`config.mk`:
```
export PLATFORM = sky130hd
export DESIGN_NAME = ex_mem_pipe_flat
export DESIGN_NICKNAME = d
export VERILOG_FILES = /design/src/rtl/ex_mem_pipe_if.sv /design/src/rtl/ex_mem_pipe.sv /design/src/flat_wrapper.sv
export SDC_FILE = /design/constraint.sdc
export NUM_CORES = 1
export LEC_CHECK = 0
export ABC_AREA = 1
export CAP_MARGIN = 20
export CORE_ASPECT_RATIO = 1.4
export CORE_MARGIN = 2
export CORE_UTILIZATION = 51
export CTS_CLUSTER_DIAMETER = 60
export DETAILED_ROUTE_END_ITERATION = 8
export MAX_ROUTING_LAYER = met4
export PLACE_DENSITY_LB_ADDON = 0.12
export SLEW_MARGIN = 0
export SYNTH_ARGS = -nofsm -noshare
export SYNTH_HDL_FRONTEND = slang
export SYNTH_SLANG_ARGS = --single-unit
```
`constraint.sdc`:
```
create_clock -name clk -period 2 [get_ports clk]
set_input_delay 0.4 -clock clk [delete_from_list [all_inputs] [get_ports clk]]
set_output_delay 0.4 -clock clk [all_outputs]
set_load 0.01 [all_outputs]
```
`src/rtl/ex_mem_pipe_if.sv`:
```
// EX/MEM boundary bundle: execute-side inputs, memory-side outputs, flush/clear
// controls and status. The pipe register takes the slave view.
interface ex_mem_pipe_if #(
    parameter int DATA_W = 16,
    parameter int RADR_W = 3,
    parameter int CNT_W  = 16
);
    logic              flush;
    logic              clr_stat;

    logic              in_valid;
    logic              in_ready;
    logic [DATA_W-1:0] AluResIn;
    logic [DATA_W-1:0] RtIn;
    logic              RegWriteIn;
    logic              DMemWriteIn;
    logic              DMemEnIn;
    logic              MemToRegIn;
    logic              DMemDumpIn;
    logic [RADR_W-1:0] RdAddrIn;

    logic              out_valid;
    logic              out_ready;
    logic [DATA_W-1:0] AluResOut;
    logic [DATA_W-1:0] RtOut;
    logic              RegWriteOut;
    logic              DMemWriteOut;
    logic              DMemEnOut;
    logic              MemToRegOut;
    logic              DMemDumpOut;
    logic [RADR_W-1:0] RdAddrOut;

    logic [1:0]        occupancy;
    logic [CNT_W-1:0]  stall_cnt;

    modport master (
        output flush, clr_stat,
        output in_valid, AluResIn, RtIn, RegWriteIn, DMemWriteIn, DMemEnIn,
               MemToRegIn, DMemDumpIn, RdAddrIn,
        input  in_ready,
        input  out_valid, AluResOut, RtOut, RegWriteOut, DMemWriteOut, DMemEnOut,
               MemToRegOut, DMemDumpOut, RdAddrOut,
        output out_ready,
        input  occupancy, stall_cnt
    );

    modport slave (
        input  flush, clr_stat,
        input  in_valid, AluResIn, RtIn, RegWriteIn, DMemWriteIn, DMemEnIn,
               MemToRegIn, DMemDumpIn, RdAddrIn,
        output in_ready,
        output out_valid, AluResOut, RtOut, RegWriteOut, DMemWriteOut, DMemEnOut,
               MemToRegOut, DMemDumpOut, RdAddrOut,
        input  out_ready,
        output occupancy, stall_cnt
    );
endinterface

```
`src/rtl/ex_mem_pipe.sv`:
```
// EX/MEM pipeline register with a 2-entry skid (main + skid), flush and a
// saturating stall counter. Control outputs are forced low during bubbles.
module ex_mem_pipe #(
    parameter int DATA_W = 16,
    parameter int RADR_W = 3,
    parameter int CNT_W  = 16
) (
    input  logic         clk,
    input  logic         rst,
    ex_mem_pipe_if.slave bus
);
    // Payload layout, MSB first: AluRes, Rt, {RegWrite, DMemWrite, DMemEn, MemToReg, DMemDump}, RdAddr
    localparam int         PW        = 2 * DATA_W + 5 + RADR_W;
    localparam logic [4:0] GATE_MASK = 5'b11101;

    typedef enum logic [1:0] {
        S_EMPTY = 2'd0,
        S_ONE   = 2'd1,
        S_FULL  = 2'd2
    } state_t;

    state_t           state_q, state_d;
    logic [PW-1:0]    main_q, main_d;
    logic [PW-1:0]    skid_q, skid_d;
    logic             in_ready_q, in_ready_d;
    logic [CNT_W-1:0] stall_q, stall_d;

    logic [PW-1:0]    in_payload;
    logic             accept;
    logic             out_valid;
    logic             stall;
    logic [4:0]       ctrl_raw;
    logic [4:0]       ctrl_out;

    assign in_payload = {bus.AluResIn, bus.RtIn, bus.RegWriteIn, bus.DMemWriteIn,
                         bus.DMemEnIn, bus.MemToRegIn, bus.DMemDumpIn, bus.RdAddrIn};
    assign accept     = bus.in_valid & in_ready_q;
    assign out_valid  = (state_q != S_EMPTY);
    assign stall      = out_valid & ~bus.out_ready;

    always_comb begin
        state_d = state_q;
        main_d  = main_q;
        skid_d  = skid_q;
        case (state_q)
            S_EMPTY: begin
                if (accept) begin
                    state_d = S_ONE;
                    main_d  = in_payload;
                end
            end
            S_ONE: begin
                if (accept && bus.out_ready) begin
                    main_d = in_payload;
                end else if (accept) begin
                    state_d = S_FULL;
                    skid_d  = in_payload;
                end else if (bus.out_ready) begin
                    state_d = S_EMPTY;
                end
            end
            S_FULL: begin
                if (bus.out_ready) begin
                    state_d = S_ONE;
                    main_d  = skid_q;
                end
            end
            default: state_d = S_EMPTY;
        endcase
        // Flush wins over everything; keep main untouched so a discarded
        // input never shows up on the data outputs.
        if (bus.flush) begin
            state_d = S_EMPTY;
            main_d  = main_q;
            skid_d  = skid_q;
        end
    end

    assign in_ready_d = (state_d != S_FULL);

    always_comb begin
        stall_d = stall_q;
        if (bus.clr_stat) begin
            stall_d = '0;
        end else if (stall && (stall_q != {CNT_W{1'b1}})) begin
            stall_d = stall_q + CNT_W'(1);
        end
    end

    always_ff @(posedge clk or negedge rst) begin
        if (!rst) begin
            state_q    <= S_EMPTY;
            main_q     <= '0;
            skid_q     <= '0;
            in_ready_q <= 1'b1;
            stall_q    <= '0;
        end else begin
            state_q    <= state_d;
            main_q     <= main_d;
            skid_q     <= skid_d;
            in_ready_q <= in_ready_d;
            stall_q    <= stall_d;
        end
    end

    assign ctrl_raw = main_q[RADR_W +: 5];

    // MemToReg is left ungated; the other four control bits are side-effecting.
    for (genvar gi = 0; gi < 5; gi++) begin : g_gate
        if (GATE_MASK[gi]) begin : g_on
            assign ctrl_out[gi] = ctrl_raw[gi] & out_valid;
        end else begin : g_off
            assign ctrl_out[gi] = ctrl_raw[gi];
        end
    end

    assign bus.in_ready     = in_ready_q;
    assign bus.out_valid    = out_valid;
    assign bus.AluResOut    = main_q[PW-1 -: DATA_W];
    assign bus.RtOut        = main_q[PW-1-DATA_W -: DATA_W];
    assign bus.RegWriteOut  = ctrl_out[4];
    assign bus.DMemWriteOut = ctrl_out[3];
    assign bus.DMemEnOut    = ctrl_out[2];
    assign bus.MemToRegOut  = ctrl_out[1];
    assign bus.DMemDumpOut  = ctrl_out[0];
    assign bus.RdAddrOut    = main_q[RADR_W-1:0];
    assign bus.occupancy    = (state_q == S_FULL) ? 2'd2 :
                              (state_q == S_ONE)  ? 2'd1 : 2'd0;
    assign bus.stall_cnt    = stall_q;
endmodule

```
`src/flat_wrapper.sv`:
```
// flat-port wrapper written by rule: the top's interface ports become plain ports
module ex_mem_pipe_flat 
#(
    parameter int DATA_W = 16,
    parameter int RADR_W = 3,
    parameter int CNT_W  = 16
)
  (clk, rst, bus_flush, bus_clr_stat, bus_in_valid, bus_AluResIn, bus_RtIn, bus_RegWriteIn, bus_DMemWriteIn, bus_DMemEnIn, bus_MemToRegIn, bus_DMemDumpIn, bus_RdAddrIn, bus_in_ready, bus_out_valid, bus_AluResOut, bus_RtOut, bus_RegWriteOut, bus_DMemWriteOut, bus_DMemEnOut, bus_MemToRegOut, bus_DMemDumpOut, bus_RdAddrOut, bus_out_ready, bus_occupancy, bus_stall_cnt);
  ex_mem_pipe_if #(.DATA_W(DATA_W), .RADR_W(RADR_W), .CNT_W(CNT_W)) bus_i ();
  input  logic clk;
  input  logic rst;
  input wire logic [$bits(bus_i.flush)-1:0] bus_flush;
  input wire logic [$bits(bus_i.clr_stat)-1:0] bus_clr_stat;
  input wire logic [$bits(bus_i.in_valid)-1:0] bus_in_valid;
  input wire logic [$bits(bus_i.AluResIn)-1:0] bus_AluResIn;
  input wire logic [$bits(bus_i.RtIn)-1:0] bus_RtIn;
  input wire logic [$bits(bus_i.RegWriteIn)-1:0] bus_RegWriteIn;
  input wire logic [$bits(bus_i.DMemWriteIn)-1:0] bus_DMemWriteIn;
  input wire logic [$bits(bus_i.DMemEnIn)-1:0] bus_DMemEnIn;
  input wire logic [$bits(bus_i.MemToRegIn)-1:0] bus_MemToRegIn;
  input wire logic [$bits(bus_i.DMemDumpIn)-1:0] bus_DMemDumpIn;
  input wire logic [$bits(bus_i.RdAddrIn)-1:0] bus_RdAddrIn;
  output wire logic [$bits(bus_i.in_ready)-1:0] bus_in_ready;
  output wire logic [$bits(bus_i.out_valid)-1:0] bus_out_valid;
  output wire logic [$bits(bus_i.AluResOut)-1:0] bus_AluResOut;
  output wire logic [$bits(bus_i.RtOut)-1:0] bus_RtOut;
  output wire logic [$bits(bus_i.RegWriteOut)-1:0] bus_RegWriteOut;
  output wire logic [$bits(bus_i.DMemWriteOut)-1:0] bus_DMemWriteOut;
  output wire logic [$bits(bus_i.DMemEnOut)-1:0] bus_DMemEnOut;
  output wire logic [$bits(bus_i.MemToRegOut)-1:0] bus_MemToRegOut;
  output wire logic [$bits(bus_i.DMemDumpOut)-1:0] bus_DMemDumpOut;
  output wire logic [$bits(bus_i.RdAddrOut)-1:0] bus_RdAddrOut;
  input wire logic [$bits(bus_i.out_ready)-1:0] bus_out_ready;
  output wire logic [$bits(bus_i.occupancy)-1:0] bus_occupancy;
  output wire logic [$bits(bus_i.stall_cnt)-1:0] bus_stall_cnt;
  assign bus_i.flush = bus_flush;
  assign bus_i.clr_stat = bus_clr_stat;
  assign bus_i.in_valid = bus_in_valid;
  assign bus_i.AluResIn = bus_AluResIn;
  assign bus_i.RtIn = bus_RtIn;
  assign bus_i.RegWriteIn = bus_RegWriteIn;
  assign bus_i.DMemWriteIn = bus_DMemWriteIn;
  assign bus_i.DMemEnIn = bus_DMemEnIn;
  assign bus_i.MemToRegIn = bus_MemToRegIn;
  assign bus_i.DMemDumpIn = bus_DMemDumpIn;
  assign bus_i.RdAddrIn = bus_RdAddrIn;
  assign bus_in_ready = bus_i.in_ready;
  assign bus_out_valid = bus_i.out_valid;
  assign bus_AluResOut = bus_i.AluResOut;
  assign bus_RtOut = bus_i.RtOut;
  assign bus_RegWriteOut = bus_i.RegWriteOut;
  assign bus_DMemWriteOut = bus_i.DMemWriteOut;
  assign bus_DMemEnOut = bus_i.DMemEnOut;
  assign bus_MemToRegOut = bus_i.MemToRegOut;
  assign bus_DMemDumpOut = bus_i.DMemDumpOut;
  assign bus_RdAddrOut = bus_i.RdAddrOut;
  assign bus_i.out_ready = bus_out_ready;
  assign bus_occupancy = bus_i.occupancy;
  assign bus_stall_cnt = bus_i.stall_cnt;
  ex_mem_pipe #(.DATA_W(DATA_W), .RADR_W(RADR_W), .CNT_W(CNT_W)) u_core (.clk(clk), .rst(rst), .bus(bus_i));
endmodule
```
==> results of run 1 <==
## logic make-up after synthesis
group,after synthesis
AND/OR/NAND/NOR,232
adder cells (fa/ha/maj),1
XOR/XNOR,6
flip-flops,99
buffers and inverters,126
AO/OA/AOI/OAI,130
## power groups by stage
stage / Clock, uW / Sequential (uW) / Combinational [uW]
after floorplan: 0 / 2570 / 741
after global placement: 0 / 2610 / 1070
after detailed placement: 0 / 2630 / 1110
after CTS: 1690 / 2600 / 1110
after global routing: 1790 / 2640 / 1240
final: 1650 / 2600 / 1100
## per-stage QoR
step	utilization (%)	instances
after floorplan	-	594
after global placement	62.4	760
after detailed placement	62.4	760
after CTS	65.4	776
after global routing	65.5	777
final	65.5	777
## cells in the mapped netlist, drive strengths merged
cell type,count,share of area [%]
o21ai,82,8.5
ha,1,0.26
nor2,38,3.4
a21oi,2,0.20
o21a,36,5.5
nand2,171,13
dfstp,1,0.54
buf,47,6.7
inv,64,4.9
nand4,11,1.4
clkbuf,15,1.2
xor2,6,1.1
o21bai,5,0.77
nand3,11,1.1
nor3,1,0.33
dfrtp,98,50
a31o,1,0.18
o211ai,4,0.61
## timing repair
action / in CTS / in global routing
pin swaps: 0 / 1
gates resized for setup: 3 / 2
setup buffers: 0 / 1
endpoints found under the setup margin: 3 / 6
## worst max-delay path, delay by kind of cell (launching register included)
family,cells,cell delay (ns)
buffers and inverters,2,0.56
DFF,1,0.45
and+or+nand+nor,1,0.18
## sequential cells by signal, indices dropped and copies added (netlist names)
register,count
u_core.bus.in_ready,1
u_core.main_q,40
u_core.state_q,2
u_core.bus.stall_cnt,16
u_core.skid_q,40
## worst paths after layout
path / cells after the start / endpoint / from
max: 3 / bus_out_valid / u_core.state_q[1]$_DFF_PN0_
min: 1 / u_core.main_q[16]$_DFFE_PN0P_ / rst
max reg2reg: 9 / u_core.bus.stall_cnt[6]$_DFFE_PN0P_ / u_core.bus.stall_cnt[1]$_DFFE_PN0P_
min reg2reg: 2 / u_core.skid_q[4]$_DFFE_PN0P_ / u_core.skid_q[4]$_DFFE_PN0P_
max in group asynchronous: 2 / u_core.bus.in_ready$_DFF_PN1_ / rst
min in group clk: 2 / u_core.skid_q[4]$_DFFE_PN0P_ / u_core.skid_q[4]$_DFFE_PN0P_
## routing by layer
layer	wire length, um	vias up	track usage [%]
met5	0	-	-
met4	102	0	7.23
met3	366	7	4.68
met2	5250	84	34.8
met1	4580	1865	28.3
li1	-	1992	-
## layout make-up
class / instances / area [um^2] / area share [%]
multi-input cells: 369 / 1790 / 29.0
well taps: 110 / 138 / 2.23
clock inverters: 7 / 58.8 / 0.954
inverters: 64 / 240 / 3.90
clock buffers: 9 / 225 / 3.65
repair buffers: 119 / 1230 / 20.0
flip-flops and latches: 99 / 2480 / 40.3
==> impl_results.md, run 1 <==
* Status: complete, but fails checks
* Failing checks: negative hold slack
* Sw power at 1480 uW
* YS warnings at 0
* # setup viols final at 0
* Pleak at 0.00288 uW
* Setup WS post-layout at 0.0591 ns
* CP Launch Type: flop
* Count of final hold-check violations at 10
* Worst Clk Skew at around 0.0045 ns
* Distinct cells, synth at 23
* CP cell instances: nor2_4 -> inv_1 -> clkdlybuf4s50_1
* IO Pins at 106
* Main combinational cell family by area after synthesis: simple AND/OR/NAND/NOR gates
* Detailed-placement wirelength estimate at 7190 um
* CTS H-tree lvls at 3
* Commonest non-fill, non-tap cells in the layout: nand2_1, clkdlybuf4s50_1, dfrtp_1
* DRT iter0 DRCs at 213
* Proportion of synthesized area in mux cells at 0%
* Die W at 86.7 um
* Fill cells at 806
* Pre-CTS setup slack at 0.0718 ns
* DRT Wirelength at just over 10000 um
* Critical-path top delay cell: clkdlybuf4s50_1
* Core footprint at ~9400 um^2
* Row cnt at 42
* Net Sw Frac at 27.7%
* Largest net degree at the start of global routing at 59
* Int Power at a little under 4000 uW
* Dpl cell area at slightly below 6000 um^2
* Syn_nets at ~640
* CP max stage delay at 0.48 ns
* Post-Syn Area per Cell at between 8 and 9 um^2
* Total Routing Usage GR at 22.0%
* GP Congestion at 0.876
* Clk pin slew, worst setup/hold paths at 0.07 ns
* Post-synthesis sequential area ratio at 50.8%
* CTS tree: yes
* Synth Area in Simple Gates at 19.4%
* Worst reg2reg setup slack at 0.24 ns
* Combinational power share at 20.5%
* TritonRoute pass-1 iters at 4
* Post-Route Setup TNS at 0 ns
* Area of the die at 10400 um^2
* DRT antenna net count at 0
* Hold Buf Count CTS at 0
* Adder-cell share of the synthesized area at 0.256%
* Peak supply drop at roughly 0.38 mV
* Slew @ Worst Pin at 0.441 ns
* CP Data Required Time at 1.60 ns
* Mapped Area at 4880 um^2
* Initial antenna violation count at 0
* Design Power at ~5300 uW
* Flop pwr share at 48.6%
* DRC viols at 0
* Pwr per Cell Area at 867 nW/um^2
* Hold WC Path Type: primary input to async pin
* Layout net count at around 700
* Final Max Tran Viols at 0
* Antenna Cells at 0
* Most common cell after layout, fill and taps aside: nand2_1
* Total congestion overflow at 0
* Fin crit share at 97.0%
* Total CTS buffers at 9
* Area growth, synth to finish at 26.2%
* Clock sink count at 99
* Maxcap violations at 0
* Layout cell share with drive strength beyond 1 at 6.45%
* Synth Area in XOR/XNOR at under 10%
* Vias in the first global route at 3903
* Max transition margin at 70.6%
* Post-synthesis compound-gate area fraction at 15.8%
* Crit Path Class: flop to output port
* Cells after Synth at ~600
* Worst Setup End Kind: output port
* First-pass GRT wire length at ~18000 um
* Clock power frac at 30.9%
* DR vias at approximately 3900
* I/O Buffers at ~110
* Chip height at ~120 um
* Clock Tree Root: clkbuf_16
* Peak Freq at 515 MHz
* Crit-path max FO at 6
* CTS Buffer Depth at 2
* Vias per cell at 5.08
* Starting Density at approximately half
* Fin crit period at between 1.5 and 2 ns
* Later-pin clock latency in the skew report at ~0.34 ns
* DR WL/cell at roughly 13 um
* Post-route design area at 6160 um^2
* CP Data Arrival Time at 1.54 ns
* Worst hold margin at -0.00774 ns
* FF+latch count, synth at 99
Power figures use the tool's default switching activity.
==> run 2: changes to the inputs <==
==> constraint.sdc (replaced) <==
create_clock -name clk -period 1.9 [get_ports clk]
set_input_delay 0.38 -clock clk [delete_from_list [all_inputs] [get_ports clk]]
set_output_delay 0.38 -clock clk [all_outputs]
set_load 0.01 [all_outputs]
==> impl_results.md, run 2 (synthesis results as in run 1) <==
* Status: finished clean
* DRT iter0 DRCs at ~210
* CP Data Required Time at 1.52 ns
* CP Data Arrival Time at between 1 and 1.5 ns
* Detailed-placement wirelength estimate at 7150 um
* Final Non-Filler Cells at between 700 and 800
* Net Sw Frac at 25.9%
* R2R cell count at 9
* Total congestion overflow at 0
* Vias in the first global route at 3940
* DR vias at 3980
* Clock Tree Root: clkbuf_16
* Max transition margin at 71.3%
* Antenna Cells at 0
* Crit Path Class: flop to output port
* Dpl cell area at 5870 um^2
* Min-Delay Startpoint: u_core.skid_q[31]$_DFFE_PN0P_
* Int Power at 4210 uW
* Hold WC Path Type: flop to flop
* TritonRoute pass-1 iters at 4
* Hold EP: u_core.skid_q[31]$_DFFE_PN0P_
* R2r endpoint: u_core.bus.stall_cnt[6]$_DFFE_PN0P_
* Pre-CTS setup slack at -0.0107 ns
* Combinational power share at 20.5%
* Later-pin clock latency in the skew report at 0.34 ns
* Vias per cell at roughly 5.1
* Worst path bufs/invs at 1
* Clk pin slew, worst setup/hold paths at approximately 0.060 ns
* Core footprint at around 9400 um^2
* Chip height at 120 um
* Total CTS buffers at 9
* Total Routing Usage GR at 22.0%
* Sw power at about 1500 uW
* IO Pins at 106
* Layout cell share with drive strength beyond 1 at 6.71%
* DRT antenna net count at 0
* DRT Wirelength at 10300 um
* Peak Freq at 544 MHz
* Clock power frac at 31.3%
* CP cell instances: nor2_4 -> nor2_1 -> clkdlybuf4s50_1
* Largest net degree at the start of global routing at 59
* Pwr per Cell Area at 914 nW/um^2
* Slew @ Worst Pin at 0.430 ns
* Die W at 86.7 um
* First-pass GRT wire length at 17800 um
* Pleak at 0.00296 uW
* Final Max Tran Viols at 0
* Worst reg2reg setup slack at 0.20 ns
* R2R Path Start: u_core.bus.stall_cnt[1]$_DFFE_PN0P_
* Row cnt at 42
* I/O Buffers at 105
* CP delay by family, top: buffers and inverters
* Clock sink count at between 90 and 100
* Critical-path top delay cell: clkdlybuf4s50_1
* Fin crit share at 96.7%
* Worst Setup End Kind: output port
* RSZ-0062 raised after global routing: true
* Worst hold margin at 0.481 ns
* Fin crit period at 1.84 ns
* CTS Buffer Depth at 2
* CP Launch Type: flop
* # setup viols final at 0
* Commonest non-fill, non-tap cells in the layout: nand2_1, clkdlybuf4s50_1, dfrtp_1
* Peak supply drop at ~0.53 mV
* Initial antenna violation count at 0
* DR WL/cell at 13.3 um
* CP max stage delay at 0.47 ns
* DRC viols at 0
* Starting Density at 51.9%
* Maxcap violations at 0
* Post-route design area at around 6200 um^2
* Worst Clk Skew at 0.00584 ns
* Fill cells at 792
* Count of final hold-check violations at 0
* Hold path cells at 2
* CTS H-tree lvls at 3
* Flop pwr share at 48.1%
* Area of the die at 10400 um^2
* Layout net count at 713
* GP Congestion at around 0.88
* Crit-path max FO at 4
* CTS tree: yes
* Placed Instances at 760
* Most common cell after layout, fill and taps aside: nand2_1
* Setup WS post-layout at 0.0626 ns
* Area growth, synth to finish at 27.2%
run 2: changes by cell type in the layout (fill, tap and decap cells not counted), sizes merged:
| cell | change |
|---|---|
| buf | +3 |
| bufinv | +1 |
| clkbuf | +1 |
| clkdlybuf4s15 | +1 |
| clkdlybuf4s50 | -4 |
| clkinv | +3 |
| dlygate4sd3 | +1 |
| dlymetal6s2s | +3 |
| inv | -5 |
run 2: power by group through the flow:
| stage | Sequential [uW] | Combinational [uW] | Clock, uW |
|---|---|---|---|
| after floorplan | 2710 | 780 | 0 |
| final | 2730 | 1160 | 1780 |
| after global routing | 2780 | 1310 | 1920 |
| after CTS | 2740 | 1180 | 1830 |
| after global placement | 2740 | 1130 | 0 |
| after detailed placement | 2770 | 1170 | 0 |
run 2: layout make-up:
| cell class | count | area (um^2) | share of cell area, % |
|---|---|---|---|
| Clock buffer | 10 | 239 | 3.85 |
| Clock inverter | 6 | 55.1 | 0.886 |
| Inverter | 64 | 244 | 3.93 |
| Multi-Input combinational cell | 369 | 1790 | 28.8 |
| Sequential cell | 99 | 2480 | 39.9 |
| Tap cell | 110 | 138 | 2.22 |
| Timing Repair Buffer | 123 | 1270 | 20.4 |
run 2: how the worst max path moves through the flow:
stage / from / to / slack, ns / cells past startpoint
2_1_floorplan: u_core.bus.stall_cnt[1]$_DFFE_PN0P_ / u_core.bus.stall_cnt[13]$_DFFE_PN0P_ / 0.33 / 10
3_3_place_gp: bus_in_valid / u_core.main_q[33]$_DFFE_PN0P_ / 0.02 / 8
3_5_place_dp: bus_in_valid / u_core.main_q[34]$_DFFE_PN0P_ / -0.01 / 8
4_1_cts: u_core.state_q[1]$_DFF_PN0_ / bus_out_valid / 0.004 / 3
6_report: u_core.state_q[0]$_DFF_PN0_ / bus_DMemWriteOut / 0.06 / 3
5_1_grt: u_core.bus.stall_cnt[1]$_DFFE_PN0P_ / u_core.bus.stall_cnt[13]$_DFFE_PN0P_ / -0.02 / 9
run 2: worst reg2reg max path, cell delays in order (launching register included):
cell,delay (ns)
dfrtp_1,0.42
ha_1,0.22
inv_1,0.08
nor2_1,0.06
nand2_1,0.08
nor2_1,0.07
o21ai_2,0.19
clkinvlp_4,0.29
nand2_1,0.14
nand2_1,0.05
run 2: routing by layer:
| layer | track usage, % | wire, um |
|---|---|---|
| met3 | 4.13 | 365 |
| met5 | - | 0 |
| met2 | 35.6 | 5180 |
| met1 | 27.9 | 4640 |
| met4 | 7.13 | 168 |
run 2: per-stage QoR:
step	utilization [%]	setup TNS, ns	total power [uW]
after floorplan	-	0	3490
after global placement	62.4	0	3870
after detailed placement	62.4	-0.0129	3940
after CTS	65.7	0	5750
after global routing	66.1	-0.0370	6010
final	66.1	0	5680
run 2: what timing repair did:
action                     4_1_cts  5_1_grt
setup buffers                    2        2
gates resized for setup          3        6
hold endpoints to repair        28        0
pin swaps                        1        1
setup endpoints to repair        7       19
hold buffers                     1        0
==> run 3: changes to the inputs <==
--- a/config.mk
+++ b/config.mk
@@ -11,6 +11,7 @@
 export CORE_MARGIN = 2
 export CORE_UTILIZATION = 51
 export CTS_CLUSTER_DIAMETER = 60
+export CTS_CLUSTER_SIZE = 10
 export DETAILED_ROUTE_END_ITERATION = 8
 export MAX_ROUTING_LAYER = met4
 export PLACE_DENSITY_LB_ADDON = 0.12
==> constraint.sdc (replaced) <==
create_clock -name clk -period 1.9 [get_ports clk]
set_input_delay 0.38 -clock clk [delete_from_list [all_inputs] [get_ports clk]]
set_output_delay 0.38 -clock clk [all_outputs]
set_load 0.05 [all_outputs]
==> impl_results.md, run 3 (synthesis results as in run 1) <==
* Setup WS post-layout at between 0.04 and 0.05 ns
* CP cell instances: clkdlybuf4s50_1
* CP Launch Type: flop
* DRT Wirelength at 10200 um
* Die W at between 80 and 90 um
* Fin crit period at 1.86 ns
* CP Data Arrival Time at about 1.5 ns
* Layout net count at 711
* Peak Freq at 538 MHz
* CTS tree: yes
* I/O Buffers at 105
* Grt met3 use at 3.71%
* Worst path bufs/invs at 1
* Vias per cell at 5.07
* Post-Route Setup TNS at 0 ns
* Detailed-placement wirelength estimate at 7180 um
* Later-pin clock latency in the skew report at 0.34 ns
* Critical-path top delay cell: clkdlybuf4s50_1
* Total Routing Usage GR at 21.8%
* CP max stage delay at approximately 0.80 ns
* Chip height at 120 um
* Layout Utilization at 65.9%
* Clk pin slew, worst setup/hold paths at 0.07 ns
* IO Pins at 106
* CP delay by family, top: buffers and inverters
* Layout cell share with drive strength beyond 1 at around a tenth
* DRC viols at 0
* Pleak at about 0.0031 uW
* CTS Buffer Depth at 2
* Peak supply drop at 0.486 mV
* Most common cell after layout, fill and taps aside: nand2_1
* Antenna Cells at 0
* Count of final hold-check violations at 1
* TritonRoute pass-1 iters at 5
* Clock Tree Root: clkbuf_16
* Row cnt at 42
* Largest net degree at the start of global routing at 66
* Final Max Tran Viols at 0
* # Post-CTS Setup Buffers at 0
* Worst hold margin at -0.00551 ns
* Hold WC Path Type: primary input to async pin
* Commonest non-fill, non-tap cells in the layout: nand2_1, dfrtp_1, o21ai_0
* Total congestion overflow at 0
* Pre-CTS setup slack at -0.0122 ns
* Area growth, synth to finish at 27.0%
* Crit Path Class: flop to output port
* RSZ-0062 raised after global routing: false
* DRT antenna net count at 0
* CTS H-tree lvls at 3
* GR peak layer: met2
* Crit-path max FO at 2
* Area of the die at 10400 um^2
* Starting Density at 51.9%
* DR vias at 3945
* Worst Setup End Kind: output port
* DRT iter0 DRCs at 192
* Post-route design area at 6200 um^2
* Fin crit share at 97.8%
* GP Congestion at 0.837
* DR WL/cell at 13.1 um
* Clock sink count at 99
* Met1 Usage GRT at roughly a quarter
* Status: complete, but fails checks
* Met2 usage at 36.1%
* Core footprint at 9410 um^2
* Pwr per Cell Area at 985 nW/um^2
* Max transition margin at 65.9%
* Slew @ Worst Pin at just over 0.5 ns
* First-pass GRT wire length at 17300 um
* Dpl cell area at just under 6000 um^2
* Initial antenna violation count at 0
* Total CTS buffers at 9
* Maxcap violations at 0
* Worst Clk Skew at between 0.006 and 0.007 ns
* CP Data Required Time at between 1.5 and 2 ns
* Failing checks: negative hold slack
* # setup viols final at 0
* Vias in the first global route at 3848
[run 3: cell count changes in the layout (fill, tap and decap cells not counted), sizes merged]
cell           previous run  this run
clkdlybuf4s50            98        49
buf                      18        46
dlymetal6s2s              4        20
dlygate4sd2               1         6
clkinv                    5         3
bufinv                    1         0
clkbuf                   10        11
clkdlybuf4s15             1         0
dlygate4sd3               1         0
inv                      63        64
[run 3: cell type report]
type / instances / area, um^2
clock buffer: 11 / 253
multi-input combinational: 369 / 1790
tap: 110 / 138
sequential: 99 / 2480
clock inverter: 4 / 26.3
timing repair buffer: 121 / 1280
fill: 783 / 3200
inverter: 64 / 240
[run 3: worst paths after layout]
kind | from | endpoint | slack, ns | cells past startpoint
max | u_core.main_q[25]$_DFFE_PN0P_ | bus_AluResOut[1] | 0.04 | 1
min | rst | u_core.skid_q[14]$_DFFE_PN0P_ | -0.006 | 1
max reg2reg | u_core.bus.stall_cnt[1]$_DFFE_PN0P_ | u_core.bus.stall_cnt[0]$_DFFE_PN0P_ | 0.22 | 9
min reg2reg | u_core.skid_q[16]$_DFFE_PN0P_ | u_core.skid_q[16]$_DFFE_PN0P_ | 0.48 | 2
max in group asynchronous | rst | u_core.main_q[28]$_DFFE_PN0P_ | 1.19 | 2
min in group clk | u_core.skid_q[16]$_DFFE_PN0P_ | u_core.skid_q[16]$_DFFE_PN0P_ | 0.48 | 2
[run 3: metal layers]
layer  wire length (um)  share of wire [%]
met3                404                4.0
met5                  0                  0
met2               5150                 50
met1               4430                 43
met4                224                2.2
[run 3: power by group]
group / internal (uW) / total [uW] / switching [uW]
sequential: 2520 / 2730 / 207
combinational: 628 / 1680 / 1050
clock: 950 / 1710 / 756
[run 3: per-stage QoR]
stage	total power [uW]	hold slack (ns)	std cells
5_1_grt	6440	0.0196	778
3_5_place_dp	4480	0.373	763
4_1_cts	6200	0.00662	778
6_report	6110	-0.00551	778
3_3_place_gp	4430	0.373	763
2_1_floorplan	4030	0.0844	594
[run 3: what timing repair did]
action                                  in CTS  in global routing
endpoints found under the hold margin        0                  0
hold buffers                                 0                  0
gates resized for setup                      6                 20
gates cloned                                 0                  0
endpoints found under the setup margin       6                 20
